## config.mk

```make
export PLATFORM = sky130hd
export DESIGN_NAME = array_west_feeder
export DESIGN_NICKNAME = d
export VERILOG_FILES = /design/src/rtl/array_west_feeder_pkg.sv /design/src/rtl/array_west_feeder_skew_line.sv /design/src/rtl/array_west_feeder.sv
export SDC_FILE = /design/constraint.sdc
export NUM_CORES = 1
export LEC_CHECK = 0
export CAP_MARGIN = 30
export CORE_MARGIN = 5
export CORE_UTILIZATION = 43
export DETAILED_ROUTE_END_ITERATION = 16
export PLACE_DENSITY = 0.8
export SLEW_MARGIN = 10
export SYNTH_ARGS = -nofsm -noshare
export SYNTH_HDL_FRONTEND = slang
export SYNTH_SLANG_ARGS = --single-unit
export TNS_END_PERCENT = 100
```

## constraint.sdc

```tcl
create_clock -name clk -period 2.5 [get_ports clk]
set_input_delay 0.625 -clock clk [delete_from_list [all_inputs] [get_ports clk]]
set_output_delay 0.625 -clock clk [all_outputs]
set_load 0.02 [all_outputs]
```

## src/rtl/array_west_feeder_pkg.sv

```systemverilog
// Shared definitions for the systolic-array west-edge feeder: tile
// instruction encodings, FSM state enum and default geometry.
package array_west_feeder_pkg;

  // 2-bit tile instruction: bit 1 execute, bit 0 kernel load
  localparam logic [1:0] INST_IDLE = 2'b00;
  localparam logic [1:0] INST_LOAD = 2'b01;
  localparam logic [1:0] INST_EXEC = 2'b10;

  localparam int ROW_DEF    = 8;
  localparam int COL_DEF    = 8;
  localparam int BW_DEF     = 4;
  localparam int LEN_BW_DEF = 16;

  typedef enum logic [2:0] {
    S_IDLE,
    S_LOAD,
    S_EXEC,
    S_DRAIN,
    S_DONE
  } state_e;

endpackage

```

## src/rtl/array_west_feeder_skew_line.sv

```systemverilog
// Depth-N register chain used to delay one row's {inst, data} by N cycles.
// DEPTH must be at least 1; a zero-delay row is a plain wire in the parent.
module skew_line #(
  parameter int DEPTH = 1,
  parameter int W     = 6
) (
  input  logic         clk,
  input  logic         reset,
  input  logic [W-1:0] d,
  output logic [W-1:0] q
);

  logic [DEPTH-1:0][W-1:0] pipe_d, pipe_q;

  // Shift: new word enters slot 0, each slot takes its predecessor
  always_comb begin
    pipe_d    = pipe_q;
    pipe_d[0] = d;
    for (int i = 1; i < DEPTH; i++) pipe_d[i] = pipe_q[i-1];
  end

  // Chain registers, cleared so no stale instruction reaches the array
  always_ff @(posedge clk or negedge reset) begin
    if (!reset) pipe_q <= '0;
    else        pipe_q <= pipe_d;
  end

  assign q = pipe_q[DEPTH-1];

endmodule

```

## src/rtl/array_west_feeder.sv

```systemverilog
// West-edge feeder for the MAC-tile array. Accepts row-wide beats over a
// valid/ready stream, issues a kernel-load (col beats) or execute (cmd_len
// beats) burst, skews row r by r cycles and pulses done once the last beat
// has left the bottom row.
// Build option: FEEDER_SKEW_EN builds the per-row skew chains; without it
// every row is driven straight from the row-0 stage (caller pre-skews).
module array_west_feeder
  import array_west_feeder_pkg::*;
#(
  parameter int row    = ROW_DEF,
  parameter int col    = COL_DEF,
  parameter int bw     = BW_DEF,
  parameter int len_bw = LEN_BW_DEF
) (
  input  logic                clk,
  input  logic                reset,
  input  logic                cmd_valid,
  output logic                cmd_ready,
  input  logic                cmd_op,
  input  logic [len_bw-1:0]   cmd_len,
  input  logic                in_valid,
  output logic                in_ready,
  input  logic [row*bw-1:0]   in_data,
  output logic [row*bw-1:0]   out_w,
  output logic [row*2-1:0]    inst_w,
  output logic                busy,
  output logic                done
);

  // Cycles spent waiting after the last accept until that beat has left
  // the final stage (bottom row when skewed, row-0 stage otherwise).
`ifdef FEEDER_SKEW_EN
  localparam int DRAIN_CYC = row;
`else
  localparam int DRAIN_CYC = 1;
`endif

  state_e              state_d, state_q;
  logic [len_bw-1:0]   cnt_d, cnt_q;
  logic [1:0]          stage_inst_d, stage_inst_q;
  logic [row*bw-1:0]   stage_data_d, stage_data_q;
  logic                xfer;

  // Handshakes are pure decodes of registered state
  assign cmd_ready = (state_q == S_IDLE);
  assign in_ready  = (state_q == S_LOAD) || (state_q == S_EXEC);
  assign busy      = (state_q != S_IDLE);
  assign done      = (state_q == S_DONE);
  assign xfer      = in_valid && in_ready;

  // Next-state, beat/drain counter and row-0 stage contents
  always_comb begin
    state_d      = state_q;
    cnt_d        = cnt_q;
    stage_inst_d = INST_IDLE;
    stage_data_d = '0;
    unique case (state_q)
      S_IDLE: begin
        if (cmd_valid) begin
          if (!cmd_op) begin
            state_d = S_LOAD;
            cnt_d   = len_bw'(col);
          end else if (cmd_len != '0) begin
            state_d = S_EXEC;
            cnt_d   = cmd_len;
          end else begin
            state_d = S_DONE;
          end
        end
      end
      S_LOAD, S_EXEC: begin
        if (xfer) begin
          stage_inst_d = (state_q == S_LOAD) ? INST_LOAD : INST_EXEC;
          stage_data_d = in_data;
          if (cnt_q == len_bw'(1)) begin
            state_d = S_DRAIN;
            cnt_d   = len_bw'(DRAIN_CYC - 1);
          end else begin
            cnt_d = cnt_q - len_bw'(1);
          end
        end
      end
      S_DRAIN: begin
        if (cnt_q == '0) state_d = S_DONE;
        else             cnt_d   = cnt_q - len_bw'(1);
      end
      S_DONE:  state_d = S_IDLE;
      default: state_d = S_IDLE;
    endcase
  end

  // State, counter and row-0 stage registers; reset abandons any burst
  always_ff @(posedge clk or negedge reset) begin
    if (!reset) begin
      state_q      <= S_IDLE;
      cnt_q        <= '0;
      stage_inst_q <= INST_IDLE;
      stage_data_q <= '0;
    end else begin
      state_q      <= state_d;
      cnt_q        <= cnt_d;
      stage_inst_q <= stage_inst_d;
      stage_data_q <= stage_data_d;
    end
  end

  // Per-row output: row-0 stage slice, delayed r cycles when skewing
  for (genvar r = 0; r < row; r++) begin : g_lane
    logic [bw+1:0] lane_in, lane_out;
    assign lane_in = {stage_inst_q, stage_data_q[r*bw +: bw]};
`ifdef FEEDER_SKEW_EN
    if (r == 0) begin : g_direct
      assign lane_out = lane_in;
    end else begin : g_skew
      skew_line #(.DEPTH(r), .W(bw+2)) u_skew (
        .clk   (clk),
        .reset (reset),
        .d     (lane_in),
        .q     (lane_out)
      );
    end
`else
    assign lane_out = lane_in;
`endif
    assign inst_w[r*2 +: 2]  = lane_out[bw +: 2];
    assign out_w[r*bw +: bw] = lane_out[bw-1:0];
  end

endmodule

```

==> results of run 1 <==
==> flip-flops by register name, summed over array words and instances, names as in the netlist <==
signal and flops:
cnt_q 16, out_w 32, stage_inst_q 2, state_q 3
==> power by group <==
group / internal [mW] / switching (mW) / leakage [nW]
sequential: 1.14 / 0.241 / 0.699
combinational: 1.25 / 1.50 / 0.967
clock: 0.199 / 0.285 / 0.0445
==> layout make-up <==
class / instances / area (um^2) / area share (%)
Clock buffer: 5 / 68.8 / 1.81
Inverter: 8 / 30.0 / 0.790
Timing Repair Buffer: 120 / 1170 / 30.8
Tap cell: 75 / 93.8 / 2.47
Clock inverter: 3 / 21.3 / 0.559
Multi-Input combinational cell: 159 / 1090 / 28.7
Sequential cell: 53 / 1330 / 34.9
==> layer usage <==
metal  part of all wire, %  up-vias  track usage, %
met2                    52      132            32.8
met1                    39     1162            25.0
li1                      -     1110               -
met3                   7.8       10            3.48
met5                     0        -               0
met4                   1.5        0            7.01
==> stage by stage <==
step                hold slack [ps]  instances  cell area, um^2  TNS (ps)
finish                          411        423             3800         0
global route                    473        423             3800     -9.91
CTS                             449        423             3790         0
detailed placement              501        415             3700         0
global placement                500        415             3700         0
floorplan                       329        252             2630         0
==> final timing paths <==
path	endpoint	slack [ps]	startpoint
min	cnt_q[5]$_DFFE_PN0P_	410	reset
min reg2reg	cnt_q[9]$_DFFE_PN0P_	520	cnt_q[9]$_DFFE_PN0P_
min in group clk	cnt_q[9]$_DFFE_PN0P_	520	cnt_q[9]$_DFFE_PN0P_
max in group asynchronous	cnt_q[10]$_DFFE_PN0P_	1630	reset
max	in_ready	80	state_q[1]$_DFFE_PN0P_
max reg2reg	cnt_q[8]$_DFFE_PN0P_	160	cnt_q[0]$_DFFE_PN0P_
==> kinds of logic (layout without fill, tap and decap cells) <==
| group | Yosys count | count (layout) | share of synthesized area, % |
|---|---|---|---|
| mux | 2 | 2 | 1.00 |
| buf+inv | 40 | 136 | 8.43 |
| simple gates | 93 | 93 | 20.1 |
| xor+xnor | 1 | 1 | 0.333 |
| fa+ha+maj | 2 | 2 | 0.952 |
| compound gates | 61 | 61 | 18.7 |
| flops | 53 | 53 | 50.5 |
==> critical path: stages (launching register included) <==
cell and delay (ps):
dfrtp_1 500, xnor2_1 200, nor2_1 140, clkdlybuf4s50_1 650
==> Yosys cell counts, types with 2 or more instances <==
cell       number
o21ai_0         2
buf_4          14
dfrtp_1        53
nor3_1         13
buf_6           2
a21oi_1         5
o211ai_1       15
a22o_1          8
o2bb2ai_1       7
inv_1           8
o31ai_1         7
nor4_1          6
nand2b_1        2
a32oi_1         4
nor2_1          7
clkbuf_1       13
buf_2           3
nand2_1        17
a22oi_1         4
nor3b_1         2
ha_1            2
nand3_1         3
and3_1         34
==> cells in the final DEF, fill, tap and decap left out, types with 2 or more instances in the layout <==
| master | count |
|---|---|
| and3_1 | 34 |
| o21ai_0 | 2 |
| nor4_1 | 6 |
| nor2_1 | 7 |
| nor3_4 | 2 |
| ha_1 | 2 |
| a22oi_1 | 4 |
| buf_4 | 15 |
| a21oi_1 | 5 |
| dfrtp_1 | 53 |
| nor3b_1 | 2 |
| inv_1 | 8 |
| nand2_1 | 17 |
| clkbuf_8 | 5 |
| a22o_1 | 8 |
| o2bb2ai_1 | 7 |
| o211ai_1 | 15 |
| nand3_1 | 3 |
| nor3_1 | 12 |
| o31ai_1 | 7 |
| a32oi_1 | 4 |
| clkdlybuf4s50_1 | 102 |
| nand2b_1 | 2 |
==> results.py, run 1 <==
metrics = {
    "cts": {
        "cts_tree": "built",
        "clk_latency_ps": 310,
        "cts_hold_buf": 0,
        "htree_levels": 2,
        "postCtsResizedCells": 1,
        "ctsLongestPathBuffers": 2,
        "numCtsBuffers": 5,
        "postCtsSetupRepairBufs": 0,
        "cts.sinks": 53,
        "clkTransAtPathRegs_ps": 90,
        "clockRootBuffer": "clkbuf_8",
    },
    "yosys": {
        "synth_async_sr_flop_share_pct": 100,
        "synth-edff-count": 0,
        "synth-seq-cells": 53,
        "synth_top_area_share_pct": 50.5,
        "yosysUniqueCellTypes": 44,
        "ys_warn_count": 0,
        "syn_nets": 307,
        "ys_seq_area_share_pct": 50.5,
        "postSynthAreaPerCell_um2": 10.4,
        "syn_area_um2": 2630,
        "ys_top_cells_by_area": "dfrtp_1, and3_1, o211ai_1, buf_4, a22o_1",
        "synth_area_leader_cell": "dfrtp_1",
        "synth_ff_type": "dfrtp_1",
        "syn_inst": 252,
    },
    "pwr": {
        "p_leak_nw": 1.71,
        "power_mw": 4.62,
        "ir_drop_v": 0.000641,
        "p_per_area_nw_per_um2": 1220,
    },
    "global_routing": {
        "grt_pass1_wl_um": 11900,
        "grt.overflow.total": 0,
        "grt_pass1_vias": 2395,
        "antenna_found_initial": 0,
        "grt_max_degree": 54,
        "grt_use_total_pct": 19.5,
    },
    "die": {
        "ios": 105,
        "row_count": 28,
        "die_w_um": 88.2,
        "start_util_pct": 44.4,
        "die_h_um": 88.2,
        "dieArea_um2": 7770,
        "core_area_um2": 5920,
    },
    "status": {
        "run_status": "completed",
    },
    "finish": {
        "drive_gt1_share_pct": 10.1,
        "syn_to_final_growth_pct": 44.7,
        "nFillCells": 472,
        "utilization_pct": 64.2,
        "diodes": 0,
        "fin_nets": 402,
    },
    "sta": {
        "worst_pin_slew_ps": 665,
        "hold_viol": 0,
        "layout_setup_ws_ps": 79.2,
        "min_period_over_period_pct": 96.8,
        "slew_headroom_pct": 55.7,
        "rsz0062_at_grt": "true",
        "fmax_mhz": 413,
        "drv_slew": 0,
        "finalSetupViolCount": 0,
        "min_period_ps": 2420,
        "skew_ps": 11.8,
    },
    "placed_design": {
        "dpl.hpwl_um": 5600,
        "post-place-ws_ps": 22.4,
        "port_buffers": 104,
        "place.gp.congestion": 0.917,
    },
    "route": {
        "dr.pass1.iters": 4,
        "wl_per_cell_um": 17.6,
        "drc_errors": 0,
        "wl_um": 7450,
        "ant_nets": 0,
        "drt-initial-drc-count": 223,
        "num_vias": 2414,
        "vias_per_cell": 5.71,
    },
    "setup_path": {
        "start_kind": "flip-flop",
        "crit_fanout": 8,
        "crit_path_end_kind": "output pin",
        "crit_type": "reg2out",
        "required_ps": 1880,
        "worstPathArrival_ps": 1800,
        "reg2regPathDepth": 8,
    },
    "job": {
        "maxCapViolations": 0,
    },
    "min_path": {
        "min_path_type": "in2async",
    },
}
(Power assumes the default switching activity.)
==> run 2, diff against run 1 <==
- ABC_AREA: unset -> 1
- ABC_CLOCK_PERIOD_IN_PS: unset -> 2500
- CORE_UTILIZATION: 43 -> 45
- PLACE_DENSITY: 0.8 -> 0.81
- SKIP_CTS_REPAIR_TIMING: unset -> 1
==> results.py, run 2 <==
metrics = {
    "finish": {
        "fin_nets": 531,
        "layout_common_cells": "clkdlybuf4s50_1, nand2_1, nor2_1, inv_1, dfrtp_1",
        "diodes": 0,
        "syn_to_final_growth_pct": 39.9,
        "nFillCells": 518,
        "layout_commonest_cell": "clkdlybuf4s50_1",
        "final_area_um2": 3980,
        "drive_gt1_share_pct": 9.66,
        "largest_register_ffs": 32,
    },
    "placed_design": {
        "placed_area_um2": 3870,
        "dpl.hpwl_um": 5720,
        "place.gp.congestion": 0.927,
        "port_buffers": 104,
    },
    "sta": {
        "fmax_mhz": 424,
        "worst_pin_slew_ps": 466,
        "slew_headroom_pct": 68.9,
        "hold_viol": 0,
        "tns_ps": 0,
        "rsz0062_at_grt": "false",
        "min_period_over_period_pct": 94.5,
        "skew_ps": 7.42,
        "min_period_ps": 2360,
        "finalSetupViolCount": 0,
        "drv_slew": 0,
    },
    "route": {
        "ant_nets": 0,
        "drc_errors": 0,
        "dr.pass1.iters": 4,
        "num_vias": 2605,
        "wl_um": 7340,
        "vias_per_cell": 4.71,
        "drt-initial-drc-count": 179,
        "wl_per_cell_um": 13.3,
    },
    "global_routing": {
        "grt_pass1_vias": 2673,
        "grt_pass1_wl_um": 12100,
        "grt.overflow.total": 0,
        "grt_max_degree": 33,
        "antenna_found_initial": 0,
        "grt_use_total_pct": 19.8,
    },
    "yosys": {
        "syn_inst": 381,
        "ys_top_cells_by_area": "dfrtp_1, nand2_1, nor2_1, inv_1, buf_4",
        "yosysMostFrequentCell": "nand2_1",
        "synth_ff_type": "dfrtp_1",
        "synth_area_leader_cell": "dfrtp_1",
        "postSynthAreaPerCell_um2": 7.47,
        "ys_seq_area_share_pct": 46.6,
        "syn_area_um2": 2850,
        "syn_nets": 436,
        "yosysUniqueCellTypes": 25,
        "ys_warn_count": 0,
        "synth_async_sr_flop_share_pct": 100,
        "synth-edff-count": 0,
        "synth-seq-cells": 53,
        "synthTopCellsByCount": "nand2_1, nor2_1, dfrtp_1, inv_1, nand3_1",
        "synth_top_area_share_pct": 46.6,
    },
    "cts": {
        "cts_tree": "built",
        "clk_latency_ps": 300,
        "clkTransAtPathRegs_ps": 90,
        "cts.sinks": 53,
        "clockRootBuffer": "clkbuf_8",
        "numCtsBuffers": 5,
        "ctsLongestPathBuffers": 2,
        "htree_levels": 2,
    },
    "setup_path": {
        "rrSetupSlack_ps": 640,
        "start_kind": "flip-flop",
        "crit_type": "reg2out",
        "cp-startpoint": "state_q[0]$_DFFE_PN0P_",
        "r2r-start": "cnt_q[8]$_DFFE_PN0P_",
        "required_ps": 1880,
        "worstPathArrival_ps": 1740,
        "crit_fanout": 5,
        "crit_path_end_kind": "output pin",
    },
    "die": {
        "ios": 105,
        "dieArea_um2": 8020,
        "die_h_um": 89.5,
        "start_util_pct": 45.6,
        "die_w_um": 89.5,
        "core_area_um2": 6240,
        "row_count": 29,
    },
    "job": {
        "maxCapViolations": 0,
    },
    "pwr": {
        "p_leak_nw": 2.06,
        "p_per_area_nw_per_um2": 1170,
        "ir_drop_v": 0.000575,
    },
    "min_path": {
        "min_path_type": "in2async",
    },
    "status": {
        "run_status": "completed",
    },
}
[run 2: cell types whose count changed after synthesis, moves of 13 or more]
cell	before	now
nand2_1	17	99
nand3_1	3	17
inv_1	8	53
o211ai_1	15	0
nand2_2	0	13
and3_1	34	0
nor2_1	7	81
[run 2: metal layers]
layer	track usage, %	vias up	part of all wire, %
met5	0	-	0
met4	7.31	0	2.8
met3	10.6	16	13
met2	34.4	109	49
met1	20.1	1174	35
li1	-	1306	-
[run 2: power breakdown]
part           switching, mW  internal [mW]
Combinational           1.66           1.06
Sequential             0.224           1.13
Clock                  0.278          0.292
[run 2: through the flow]
| stage | hold slack, ps | worst slack, ps | util, % | instances | power, mW |
|---|---|---|---|---|---|
| 2_1_floorplan | 329 | 913 | - | 381 | 3.27 |
| 3_3_place_gp | 517 | 348 | 62.1 | 546 | 4.02 |
| 3_5_place_dp | 525 | 303 | 62.1 | 546 | 4.10 |
| 4_1_cts | 254 | 25.2 | 63.8 | 553 | 4.68 |
| 5_1_grt | 250 | 72.4 | 63.8 | 553 | 5.04 |
| 6_report | 246 | 139 | 63.8 | 553 | 4.65 |
[run 2: cells by family after synthesis]
group / share of synthesized area, %
buf+inv: 12.9
fa+ha+maj: 0.879
xor+xnor: 1.54
simple gates: 36.3
compound gates: 1.85
flops: 46.6
[run 2: layout make-up]
type	instances	area [um^2]	share of cell area, %
multi-input combinational	251	1150	29.0
inverter	56	213	5.34
tap	77	96.3	2.42
clock buffer	5	68.8	1.73
clock inverter	2	35.0	0.880
sequential	53	1330	33.3
timing repair buffer	109	1090	27.3
[run 2: final timing paths]
kind / end / cells past startpoint
max: cmd_ready / 4
min: out_w[17]$_DFF_PN0_ / 1
max reg2reg: cnt_q[9]$_DFFE_PN0P_ / 10
min reg2reg: cnt_q[0]$_DFFE_PN0P_ / 2
max in group asynchronous: out_w[28]$_DFF_PN0_ / 2
min in group clk: cnt_q[0]$_DFFE_PN0P_ / 2
[run 2: worst max-delay path: stages, from the launching register on]
cell and delay, ps:
dfrtp_1 460, nor2_4 210, nand2_4 80, inv_2 80, clkdlybuf4s50_1 600
==> run 3, diff against run 2 <==
- CORE_ASPECT_RATIO: unset -> 1.75
==> results.py, run 3 (same netlist as run 2, synthesis figures left out) <==
metrics = {
    "sta": {
        "min_period_ps": 2400,
        "slew_headroom_pct": 60.9,
        "fmax_mhz": 417,
        "hold_viol": 0,
        "drv_slew": 0,
        "layout_setup_ws_ps": 104,
        "finalSetupViolCount": 0,
        "tns_ps": 0,
        "skew_ps": 6.17,
        "worst_pin_slew_ps": 586,
        "min_period_over_period_pct": 95.9,
        "hold_ws_ps": 306,
        "rsz0062_at_grt": "false",
    },
    "global_routing": {
        "grt_pass1_vias": 2630,
        "grt_pass1_wl_um": 12300,
        "antenna_found_initial": 0,
        "grt_use_total_pct": 19.3,
        "grt_max_degree": 33,
        "grt.overflow.total": 0,
    },
    "cts": {
        "htree_levels": 2,
        "numCtsBuffers": 5,
        "ctsLongestPathBuffers": 2,
        "clockRootBuffer": "clkbuf_8",
        "clkTransAtPathRegs_ps": 100,
        "cts_tree": "built",
        "clk_latency_ps": 310,
        "cts.sinks": 53,
    },
    "min_path": {
        "min_path_type": "in2async",
    },
    "pwr": {
        "p_per_area_nw_per_um2": 1160,
        "power_mw": 4.57,
        "ir_drop_v": 0.000761,
        "p_leak_nw": 2.05,
    },
    "setup_path": {
        "rrSetupSlack_ps": 660,
        "start_kind": "flip-flop",
        "required_ps": 1880,
        "reg2regPathDepth": 9,
        "crit_type": "reg2out",
        "r2r-start": "cnt_q[0]$_DFFE_PN0P_",
        "crit_path_end_kind": "output pin",
        "regToRegEndpoint": "cnt_q[3]$_DFFE_PN0P_",
        "crit_fanout": 5,
        "worstPathArrival_ps": 1770,
    },
    "die": {
        "start_util_pct": 46.1,
        "ios": 105,
        "dieArea_um2": 8080,
        "die_h_um": 115,
        "row_count": 38,
        "core_area_um2": 6180,
        "die_w_um": 70.1,
    },
    "finish": {
        "layout_common_cells": "clkdlybuf4s50_1, nand2_1, nor2_1, inv_1, dfrtp_1",
        "largest_register_ffs": 32,
        "nFillCells": 554,
        "layout_commonest_cell": "clkdlybuf4s50_1",
        "fin_nets": 531,
        "multiInputGateArea_um2": 1150,
        "diodes": 0,
        "syn_to_final_growth_pct": 39.1,
        "layout.area.seq_um2": 1330,
        "final_area_um2": 3960,
        "drive_gt1_share_pct": 9.85,
    },
    "route": {
        "wl_per_cell_um": 13.3,
        "num_vias": 2584,
        "drc_errors": 0,
        "vias_per_cell": 4.64,
        "drt-initial-drc-count": 175,
        "ant_nets": 0,
        "wl_um": 7420,
        "dr.pass1.iters": 4,
    },
    "placed_design": {
        "port_buffers": 104,
        "placed_area_um2": 3870,
        "post-place-ws_ps": 177,
        "dpl.hpwl_um": 5980,
        "place.gp.congestion": 0.909,
    },
    "status": {
        "run_status": "completed",
    },
    "job": {
        "maxCapViolations": 0,
    },
}
-- run 3: cell type report --
type	count	share of cell area, %
inverter	56	5.37
clock buffer	5	1.74
clock inverter	3	0.537
timing repair buffer	109	27.2
tap	80	2.53
sequential	53	33.5
multi-input combinational	251	29.1
-- run 3: critical path, cell delays in order, from the launching register on --
cell	delay [ps]
dfrtp_1	480
nor2_4	210
nand2_4	80
inv_2	70
clkdlybuf4s50_1	620
-- run 3: worst max-delay path by stage --
stage	from	endpoint	slack (ps)	cells after the start
final	state_q[0]$_DFFE_PN0P_	cmd_ready	100	4
after CTS	state_q[2]$_DFFE_PN0P_	in_ready	4	4
after floorplan	state_q[2]$_DFFE_PN0P_	done	910	2
after global routing	state_q[0]$_DFFE_PN0P_	cmd_ready	20	4
after detailed placement	cmd_len[12]	cnt_q[3]$_DFFE_PN0P_	180	9
after global placement	cmd_len[12]	cnt_q[3]$_DFFE_PN0P_	210	9
-- run 3: per-stage QoR --
step	util, %	instances
3_3_place_gp	62.6	549
4_1_cts	64.0	557
5_1_grt	64.0	557
2_1_floorplan	-	381
3_5_place_dp	62.6	549
6_report	64.0	557
-- run 3: where the power goes --
part	total [mW]	internal [mW]	switching, mW	leakage (nW)
combinational	2.72	1.06	1.66	1.31
clock	0.489	0.199	0.290	0.0445
sequential	1.36	1.13	0.228	0.696
-- run 3: per-layer routing --
layer	global-route usage [%]	wire [um]	part of all wire [%]
met4	8.82	208	2.8
met5	0	0	0
met1	18.0	2390	32
met2	34.8	3900	53
met3	9.97	910	12
